--- src/rtl/fetch_stage.sv ---
// fetch_stage: IF stage with a three-state fetch FSM, a one-entry skid buffer and the IF/ID register
module fetch_stage #(
   parameter logic [31:0] RESET_PC = 32'h0000_0000
) (
   input  logic        clk,
   input  logic        rst,
   output logic [31:0] pc_out,
   input  logic [31:0] pc_plus4_in,
   output logic        imem_req,
   output logic [31:0] imem_addr,
   input  logic        imem_ack,
   input  logic [31:0] imem_rdata,
   input  logic        stall,
   input  logic        flush,
   input  logic        redirect_valid,
   input  logic [31:0] redirect_pc,
   output logic        ifid_valid,
   output logic [31:0] ifid_instr,
   output logic [31:0] ifid_pc4,
   output logic [31:0] fetch_count
);
   typedef enum logic [1:0] {IDLE, FETCH, HOLD} state_t;
   state_t state, state_nxt;
   logic [31:0] pc, buf_instr, buf_pc4;
   logic accept;
   assign accept = imem_req & imem_ack;
   // state register
   always_ff @(posedge clk)
      state <= rst ? IDLE : state_nxt;
   // next-state: redirect and flush both restart fetching; an accept under stall parks in HOLD
   always_comb begin
      state_nxt = FETCH;
      if (!redirect_valid && !flush)
         state_nxt = state == FETCH ? (accept && stall ? HOLD : FETCH) :
                     state == HOLD  ? (stall ? HOLD : FETCH) : FETCH;
   end
   // outputs: request only while fetching and not being redirected or flushed
   always_comb begin
      imem_req  = state == FETCH && !redirect_valid && !flush;
      imem_addr = pc;
      pc_out    = pc;
   end
   // datapath: pc, skid buffer, IF/ID register and accepted-instruction counter
   always_ff @(posedge clk) begin
      if (rst) begin
         pc          <= RESET_PC & 32'hFFFF_FFFC;
         buf_instr   <= '0;
         buf_pc4     <= '0;
         ifid_valid  <= 1'b0;
         ifid_instr  <= '0;
         ifid_pc4    <= '0;
         fetch_count <= '0;
      end else if (redirect_valid) begin
         pc         <= redirect_pc & 32'hFFFF_FFFC;
         ifid_valid <= 1'b0;
      end else if (flush) begin
         ifid_valid <= 1'b0;
      end else if (state == FETCH) begin
         if (accept) begin
            pc          <= pc_plus4_in;
            fetch_count <= fetch_count + 32'd1;
            if (stall) begin
               buf_instr <= imem_rdata;
               buf_pc4   <= pc_plus4_in;
            end else begin
               ifid_valid <= 1'b1;
               ifid_instr <= imem_rdata;
               ifid_pc4   <= pc_plus4_in;
            end
         end else if (!stall) begin
            ifid_valid <= 1'b0;
         end
      end else if (state == HOLD && !stall) begin
         ifid_valid <= 1'b1;
         ifid_instr <= buf_instr;
         ifid_pc4   <= buf_pc4;
      end
   end
endmodule

--- config.mk ---
export PLATFORM = sky130hd
export DESIGN_NAME = fetch_stage
export DESIGN_NICKNAME = d
export VERILOG_FILES = /design/src/rtl/fetch_stage.sv
export SDC_FILE = /design/constraint.sdc
export NUM_CORES = 1
export LEC_CHECK = 0
export ABC_AREA = 1
export CORE_MARGIN = 5
export CORE_UTILIZATION = 46
export DETAILED_ROUTE_END_ITERATION = 16
export GPL_TIMING_DRIVEN = 1
export PLACE_DENSITY = 0.79
export SLEW_MARGIN = 40
export SYNTH_ARGS = -nofsm -noshare
export SYNTH_HDL_FRONTEND = slang
export SYNTH_SLANG_ARGS = --single-unit
--- constraint.sdc ---
create_clock -name clk -period 3.71 [get_ports clk]
set_input_delay 0.742 -clock clk [delete_from_list [all_inputs] [get_ports clk]]
set_output_delay 0.742 -clock clk [all_outputs]
set_load 0.05 [all_outputs]
==> reports/metrics.yaml, run 1 <==
sta:
  max_freq_ghz: 0.352
  max_slew_margin_pct: 47.9
  worst_pin_slew_ps: 782
  period_needed_ps: 2840
  fin_crit_sh_pct: 76.6
  grt_setup_unrepaired: "false"
  finalSetupTns_ps: 0
  skew_ps: 16.1
  hold_viol: 0
  final-max-slew-violation-count: 0
  setup_ws_ps: 867
  setup_violations: 0
clock_tree:
  cts_setup_buffers: 0
  root_buffer: "clkbuf_16"
  cts_buffer_depth: 2
  cts.sinks: 195
  cts_resized: 0
  cts_hold_buf: 0
  clkSlewWorstSetupHoldPaths_ps: 70
  h-tree-depth: 4
  cts_inserted_buffers: 17
  cts_tree: "done"
  clk_latency_ps: 430
setup_path:
  crit_required_ps: 2970
  cp-start-kind: "primary input"
  criticalPathCategory: "in -> out"
  cp_max_fo: 3
  crit_slowest_cell: "clkdlybuf4s50_1"
  max_stage_delay_ps: 590
  path_delay_family: "buffers and inverters"
  crit_path_end_kind: "output pin"
  cp_num_buf_inv: 3
  worstPathCellList: "clkdlybuf4s50_1, inv_1, nand2_1, nor2_1, buf_12"
  crit_arrival_ps: 2100
power:
  power_w: 0.00463
  ir_drop_v: 0.000312
  power.density_nw_per_um2: 395
  p_leak_nw: 4.22
layout:
  syn_to_final_growth_pct: 34.3
  fillers: 1671
  final_cell_area_sq_um: 11700
  nNetsFinal: 1525
  drive_gt1_share_pct: 4.32
synth:
  synth_edf_count: 0
  synthTopCellsByCount: "366 x nand2_1, 195 x dfxtp_1, 142 x a21oi_1, 106 x nand3_1, 89 x o21ai_0"
  synth_cell_types: 27
  synth_most_common_cell: "nand2_1"
  yosysSeqAreaShare_pct: 44.7
  avgSynthCellArea_sq_um: 7.03
  yosys.area.top_type_share_pct: 44.7
  synthTopCellsByArea: "dfxtp_1 45%, nand2_1 16%, a21oi_1 8.1%, nand3_1 6.1%, o21ai_0 5.1%"
  yosys.area.top_type: "dfxtp_1"
  ys.flop_type: "dfxtp_1"
  ys_warn_count: 0
  async_reset_ff_share_pct: 0
  ys_seq_elements: 195
  synth.cell_area_sq_um: 8730
  syn_inst: 1243
  synth_nets: 1346
placed_design:
  numPortBuffers: 261
  place_ws_ps: 546
  gp_congestion: 0.829
  post_dp_cell_area_sq_um: 11100
  hpwl_mm: 17.3
global_route:
  grt_max_degree: 93
  grt_pass1_wl_mm: 41.2
  grt_pass1_vias: 7989
  grtUsageTotal_pct: 23.0
  antenna_found_initial: 1
  gr-total-overflow: 0
detailed_routing:
  ant_nets: 0
  vias: 8725
  routedWlPerCell_um: 15.5
  wirelength_mm: 25.9
  vias_per_cell: 5.22
  first_iter_violations: 537
  drtPass1Iterations: 5
  drc_errors: 0
outcome:
  outcome: "completed"
die:
  ios: 264
  chipHeight_um: 148
  start_util_pct: 46.7
  die_area_sq_um: 21800
  coreArea_sq_um: 18700
  die_w_um: 148
  rows: 50
hold_path:
  hold_class: "reg -> reg"
job:
  drv_cap: 0
-- kinds of logic after synthesis --
group,Yosys count,share of synthesized area [%]
and+or+nand+nor,565,27.0
xor gates and xnor gates,5,0.501
AOI/OAI and AO/OA,270,16.1
buffers and inverters,207,11.5
adders and majority gates,1,0.143
DFF,195,44.7
-- power breakdown --
part / internal [W] / leakage [nW] / total, W / switching, W
Clock: 0.000970 / 0.285 / 0.00184 / 0.000870
Combinational: 0.000233 / 2.35 / 0.000630 / 0.000397
Sequential: 0.00213 / 1.58 / 0.00216 / 0.0000267
-- worst paths after layout --
path	startpoint	end	slack, ps	cells after the start
worst max-delay path	redirect_valid	imem_req	870	5
worst min-delay path	buf_pc4[13]$_SDFFE_PP0P_	buf_pc4[13]$_SDFFE_PP0P_	450	2
worst max register to register	state[0]$_SDFF_PP0_	fetch_count[31]$_SDFFE_PP0P_	1420	9
worst min register to register	buf_pc4[13]$_SDFFE_PP0P_	buf_pc4[13]$_SDFFE_PP0P_	450	2
-- metrics by stage --
stage	std cells	hold WS, ps	util, %
CTS	1669	451	62.7
detailed placement	1637	442	59.5
floorplan	1243	425	-
finish	1670	449	62.7
global route	1670	469	62.7
global placement	1637	434	59.5
-- cell type report --
| class | instances | area (sq um) | area share (%) |
|---|---|---|---|
| Tap cell | 234 | 293 | 2.50 |
| Timing Repair Buffer | 275 | 2750 | 23.5 |
| Sequential cell | 195 | 3900 | 33.3 |
| Clock buffer | 19 | 443 | 3.78 |
| Inverter | 92 | 348 | 2.97 |
| Clock inverter | 13 | 143 | 1.22 |
| Multi-Input combinational cell | 841 | 3840 | 32.7 |
| Antenna cell | 1 | 2.50 | 0.0213 |
-- flip-flops by register name (all words and copies together), names as in the netlist --
name	cells
buf_instr	32
buf_pc4	32
fetch_count	32
ifid_instr	32
ifid_pc4	32
imem_addr	32
state	2
ifid_valid	1
-- routing by layer --
| layer | track usage [%] | routed length (um) |
|---|---|---|
| met5 | 0 | 0 |
| met4 | 7.46 | 508 |
| met3 | 4.54 | 1760 |
| met2 | 39.4 | 12600 |
| met1 | 29.3 | 11000 |
-- worst reg2reg max path, stage by stage (launching register included) --
cell,delay [ps]
dfxtp_1,360
inv_2,50
nor2_4,360
nand3_4,320
inv_2,160
buf_4,540
nand3_1,210
nand2_1,90
nand2_1,40
nor2_1,90
-- placed cells by master, fill, tap and decap left out, types with 17 or more instances in the layout --
cell	synthesis	layout
nand2_1	366	363
clkdlybuf4s50_1	0	259
dfxtp_1	195	195
a21oi_1	142	142
nand3_1	106	106
o21ai_0	89	89
inv_1	88	87
nor2_1	61	61
a31oi_1	31	31
nand4_1	18	18
clkbuf_16	0	17
Note: power is estimated with default switching activity, not from simulation.
==> run 2, diff against run 1 <==
--- a/config.mk
+++ b/config.mk
@@ -7,10 +7,10 @@
 export LEC_CHECK = 0
 export ABC_AREA = 1
 export CORE_MARGIN = 5
-export CORE_UTILIZATION = 46
+export CORE_UTILIZATION = 43
 export DETAILED_ROUTE_END_ITERATION = 16
 export GPL_TIMING_DRIVEN = 1
-export PLACE_DENSITY = 0.79
+export PLACE_DENSITY = 0.77
 export SLEW_MARGIN = 40
 export SYNTH_ARGS = -nofsm -noshare
 export SYNTH_HDL_FRONTEND = slang
==> constraint.sdc (replaced) <==
create_clock -name clk -period 2.6 [get_ports clk]
set_input_delay 0.52 -clock clk [delete_from_list [all_inputs] [get_ports clk]]
set_output_delay 0.52 -clock clk [all_outputs]
set_load 0.05 [all_outputs]
==> reports/metrics.yaml, run 2 (synthesized netlist as in run 1, its figures left out) <==
die:
  chipHeight_um: 153  # +3.2%
  rows: 52  # +4.0%
  coreArea_sq_um: 20100  # +7.5%
  ios: 264  # unchanged
  die_w_um: 153  # +3.2%
  start_util_pct: 43.4  # -3.2 points
  die_area_sq_um: 23300  # +6.5%
placed_design:
  hpwl_mm: 17.5  # +0.79%
  gp_congestion: 0.844  # +1.9%
  dp.cells: 1678  # +2.5%
  numPortBuffers: 261  # unchanged
detailed_routing:
  ant_nets: 0  # unchanged
  wl_met1_mm: 11.8  # +6.8%
  wirelength_mm: 26.3  # +1.5%
  vias: 8741  # +0.18%
  drtPass1Iterations: 5  # unchanged
  routed.top_layer: "met4"
  vias_per_cell: 5.11  # -2.2%
  first_iter_violations: 484  # -9.9%
  route.met2.wl_mm: 12.6  # -0.17%
  wl_met3_mm: 1.65  # -6.1%
  routedWlPerCell_um: 15.4  # -0.88%
  drc_errors: 0  # unchanged
clock_tree:
  cts_tree: "done"
  cts_resized: 0  # unchanged
  cts_inserted_buffers: 17  # unchanged
  clk_latency_ps: 430  # about the same
  h-tree-depth: 4  # unchanged
  root_buffer: "clkbuf_16"
  clkSlewWorstSetupHoldPaths_ps: 80  # about the same
  cts_buffer_depth: 2  # unchanged
  cts_hold_buf: 0  # unchanged
  cts_setup_buffers: 0  # unchanged
  cts.sinks: 195  # unchanged
setup_path:
  r2r-start: "state[0]$_SDFF_PP0_"
  crit_slowest_cell: "clkdlybuf4s50_1"
  crit_required_ps: 2080  # -890 ps
  reg2reg_to: "buf_instr[19]$_SDFFE_PP0P_"
  worstPathCellList: "clkdlybuf4s50_1"
  reg2reg_depth: 8  # -1
  crit_arrival_ps: 1800  # -300 ps
  cp_max_fo: 9  # +6
  path_delay_family: "buffers and inverters"
  cp-start-kind: "register"
  crit_path_end_kind: "output pin"
  max_stage_delay_ps: 870  # +280 ps
  reg2reg_slack_ps: 570  # -850 ps
  cp_num_buf_inv: 1  # -2
  criticalPathCategory: "reg -> out"
layout:
  nNetsFinal: 1530  # +0.33%
  layout_common_cells: "363 x nand2_1, 259 x clkdlybuf4s50_1, 195 x dfxtp_1"
  drive_gt1_share_pct: 4.65  # +0.33 points
  antennaDiodeCount: 0  # -1
  layout_commonest_cell: "nand2_1"
  layout.cells.non_filler: 1710  # +2.4%
  syn_to_final_growth_pct: 36.6
sta:
  hold_viol: 0  # unchanged
  setup_violations: 0  # unchanged
  grt_setup_unrepaired: "false"
  worst_pin_slew_ps: 635  # -147 ps
  max_freq_ghz: 0.430
  final-max-slew-violation-count: 0  # unchanged
  period_needed_ps: 2320
  max_slew_margin_pct: 57.7  # +9.8 points
  fin_crit_sh_pct: 89.4
  skew_ps: 15.0  # -1.14 ps
  whs_ps: 444  # -5.32 ps
global_route:
  grt_pass1_vias: 8088  # +1.2%
  grt_max_degree: 135  # +45%
  gr-total-overflow: 0  # unchanged
  antenna_found_initial: 0  # -1
  grt_pass1_wl_mm: 42.3  # +2.7%
  grtUsageTotal_pct: 21.9  # -1.1 points
outcome:
  outcome: "completed"
hold_path:
  min_to: "buf_pc4[23]$_SDFFE_PP0P_"
  hold_depth: 2  # unchanged
  hp-start: "buf_pc4[23]$_SDFFE_PP0P_"
  hold_class: "reg -> reg"
job:
  drv_cap: 0  # unchanged
power:
  power.density_nw_per_um2: 564  # +43%
  p_leak_nw: 4.29  # +1.8%
  ir_drop_v: 0.000412  # +32%
run 2: changes by cell type in the layout (fill, tap and decap cells not counted), moves of 2 or more:
cell | previous run | this run
buf_12 | 3 | 11
buf_4 | 12 | 10
inv_6 | 3 | 1
inv_8 | 2 | 4
run 2: worst max path at each step:
stage                     cells past startpoint                      endpoint  slack, ps                          from
after floorplan                               8  fetch_count[26]$_SDFFE_PP0P_        540                redirect_valid
after global placement                        8      buf_pc4[14]$_SDFFE_PP0P_         20                redirect_valid
after detailed placement                      8    buf_instr[19]$_SDFFE_PP0P_        -90                redirect_valid
after CTS                                     1               fetch_count[21]        250  fetch_count[21]$_SDFFE_PP0P_
after global routing                          1               fetch_count[21]        220  fetch_count[21]$_SDFFE_PP0P_
final                                         1               fetch_count[21]        280  fetch_count[21]$_SDFFE_PP0P_
run 2: power by group:
| group | internal [W] | switching (W) |
|---|---|---|
| clock network | 0.00149 | 0.00124 |
| registers | 0.00304 | 0.0000355 |
| logic | 0.000347 | 0.000569 |
| total | 0.00488 | 0.00185 |
run 2: final cells by class:
class                      instances  area [sq um]
timing repair buffer             280          2890
inverter                          92           345
multi-input combinational        841          3840
sequential                       195          3900
clock inverter                    13           169
tap                              270           338
fill                            1842          8180
clock buffer                      19           443
run 2: per-stage QoR:
step	utilization (%)	setup slack, ps	total power [W]	cell area, sq um	TNS, ps
finish	59.3	277	0.00673	11900	0
global route	59.3	217	0.00698	11900	0
CTS	59.3	254	0.00679	11900	0
detailed placement	56.3	-86.3	0.00407	11300	-1100
global placement	56.3	23.6	0.00406	11300	0
floorplan	-	544	0.00370	8730	0
run 2: layer usage:
| layer | GRT usage, % | vias up |
|---|---|---|
| met1 | 28.7 | 4027 |
| met2 | 37.3 | 314 |
| met4 | 5.01 | 0 |
| met3 | 4.83 | 20 |
| met5 | 0 | - |
| li1 | - | 4380 |
==> run 3, diff against run 2 <==
--- a/config.mk
+++ b/config.mk
@@ -7,10 +7,10 @@
 export LEC_CHECK = 0
 export ABC_AREA = 1
 export CORE_MARGIN = 5
-export CORE_UTILIZATION = 43
+export CORE_UTILIZATION = 38
 export DETAILED_ROUTE_END_ITERATION = 16
 export GPL_TIMING_DRIVEN = 1
-export PLACE_DENSITY = 0.77
+export PLACE_DENSITY = 0.7
 export SLEW_MARGIN = 40
 export SYNTH_ARGS = -nofsm -noshare
 export SYNTH_HDL_FRONTEND = slang
==> reports/metrics.yaml, run 3 (synthesized netlist as in run 1, its figures left out) <==
clock_tree:
  clk_latency_ps: 430  # about the same
  cts_resized: 0  # unchanged
  clkSlewWorstSetupHoldPaths_ps: 80  # about the same
  cts_tree: "done"
  cts_buffer_depth: 2  # unchanged
  root_buffer: "clkbuf_16"
  h-tree-depth: 4  # unchanged
  cts_inserted_buffers: 17  # unchanged
  cts.sinks: 195  # unchanged
  cts_setup_buffers: 0  # unchanged
  cts_hold_buf: 0  # unchanged
setup_path:
  criticalPathCategory: "reg -> out"
  reg2reg_slack_ps: 760  # +190 ps
  reg2reg_to: "ifid_pc4[20]$_SDFFE_PP0P_"
  max_stage_delay_ps: 870  # about the same
  crit_required_ps: 2080  # about the same
  cp-start-kind: "register"
  crit_arrival_ps: 1830  # +30 ps
  reg2reg_depth: 7  # -1
  r2r-start: "state[0]$_SDFF_PP0_"
  crit_slowest_cell: "clkdlybuf4s50_1"
  startpoint: "fetch_count[21]$_SDFFE_PP0P_"
  cp_num_buf_inv: 1  # unchanged
  worstPathCellList: "clkdlybuf4s50_1"
  path_delay_family: "buffers and inverters"
  crit_path_end_kind: "output pin"
  cp_max_fo: 9  # unchanged
die:
  die_area_sq_um: 26100  # +12%
  coreArea_sq_um: 22600  # +13%
  start_util_pct: 38.6  # -4.9 points
  die_w_um: 162  # +6.0%
  chipHeight_um: 162  # +6.0%
  ios: 264  # unchanged
  rows: 55  # +5.8%
sta:
  grt_setup_unrepaired: "false"
  final-max-slew-violation-count: 0  # unchanged
  max_slew_margin_pct: 47.2  # -11 points
  hold_viol: 0  # unchanged
  max_freq_ghz: 0.426  # -1.1%
  setup_violations: 0  # unchanged
  setup_ws_ps: 251  # -26.0 ps
  fin_crit_sh_pct: 90.4  # +1.0 points
  worst_pin_slew_ps: 792  # +158 ps
  skew_ps: 12.0  # -3.01 ps
  period_needed_ps: 2350  # +26.0 ps
  finalSetupTns_ps: 0  # unchanged
layout:
  layout_common_cells: "363 x nand2_1, 259 x clkdlybuf4s50_1, 195 x dfxtp_1"
  final_core_util_pct: 52.6  # -6.7 points
  drive_gt1_share_pct: 4.92  # +0.26 points
  antennaDiodeCount: 0  # unchanged
  layout_commonest_cell: "nand2_1"
  nNetsFinal: 1534  # +0.26%
  syn_to_final_growth_pct: 36.4
  fillers: 2180  # +18%
global_route:
  grt_pass1_vias: 7994  # -1.2%
  antenna_found_initial: 1  # +1
  gr-total-overflow: 0  # unchanged
  grt_pass1_wl_mm: 42.6  # +0.67%
  grtUsageTotal_pct: 19.9  # -2.0 points
  grt_max_degree: 83  # -39%
hold_path:
  hold_class: "reg -> reg"
  hp-start: "buf_pc4[14]$_SDFFE_PP0P_"
  min_to: "buf_pc4[14]$_SDFFE_PP0P_"
  hold_depth: 2  # unchanged
job:
  drv_cap: 0  # unchanged
detailed_routing:
  wirelength_mm: 26.7  # +1.8%
  drc_errors: 0  # unchanged
  vias: 8623  # -1.3%
  drtPass1Iterations: 5  # unchanged
  vias_per_cell: 4.99  # -2.4%
  routedWlPerCell_um: 15.5  # +0.71%
  first_iter_violations: 531  # +9.7%
  ant_nets: 0  # unchanged
placed_design:
  numPortBuffers: 261  # unchanged
  hpwl_mm: 18.1  # +3.8%
  place_ws_ps: 14.7  # +101 ps
  gp_congestion: 0.804  # -4.8%
outcome:
  outcome: "completed"
power:
  power.density_nw_per_um2: 559  # -0.94%
  p_leak_nw: 4.29  # -0.16%
  ir_drop_v: 0.000339  # -18%
[run 3: cell types whose count changed in the layout (fill, tap and decap cells not counted), sizes merged]
cell / change
inv: +1
buf: +4
bufinv: -1
[run 3: how the worst max path moves through the flow]
stage | to | slack [ps] | cells past startpoint
5_1_grt | fetch_count[21] | 200 | 1
6_report | fetch_count[21] | 250 | 1
3_3_place_gp | ifid_pc4[20]$_SDFFE_PP0P_ | 40 | 7
2_1_floorplan | fetch_count[26]$_SDFFE_PP0P_ | 540 | 8
4_1_cts | fetch_count[21] | 230 | 1
3_5_place_dp | ifid_pc4[20]$_SDFFE_PP0P_ | 10 | 7
[run 3: metrics by stage]
| stage | std cells | hold WS [ps] | power (W) | area [sq um] |
|---|---|---|---|---|
| floorplan | 1243 | 425 | 0.00370 | 8730 |
| global placement | 1696 | 431 | 0.00406 | 11300 |
| detailed placement | 1697 | 439 | 0.00407 | 11300 |
| CTS | 1729 | 450 | 0.00673 | 11900 |
| global route | 1729 | 464 | 0.00691 | 11900 |
| finish | 1729 | 445 | 0.00665 | 11900 |
[run 3: layer usage]
metal / routed length (um) / share of wire (%) / GRT usage [%]
met5: 13 / 0.049 / 0
met4: 380 / 1.4 / 5.47
met3: 1510 / 5.6 / 3.83
met2: 12600 / 47 / 33.2
met1: 12200 / 46 / 26.5
[run 3: power breakdown]
group | total (W) | internal [W] | leakage, nW | switching [W]
clock | 0.00266 | 0.00139 | 0.286 | 0.00127
sequential | 0.00308 | 0.00304 | 1.58 | 0.0000345
combinational | 0.000916 | 0.000344 | 2.42 | 0.000571
[run 3: layout make-up]
class	count	area, sq um	share of cell area [%]
repair buffers	284	2880	24.2
multi-input cells	841	3840	32.2
well taps	285	357	2.99
clock inverters	13	140	1.18
flip-flops and latches	195	3900	32.8
inverters	92	345	2.90
clock buffers	19	443	3.72
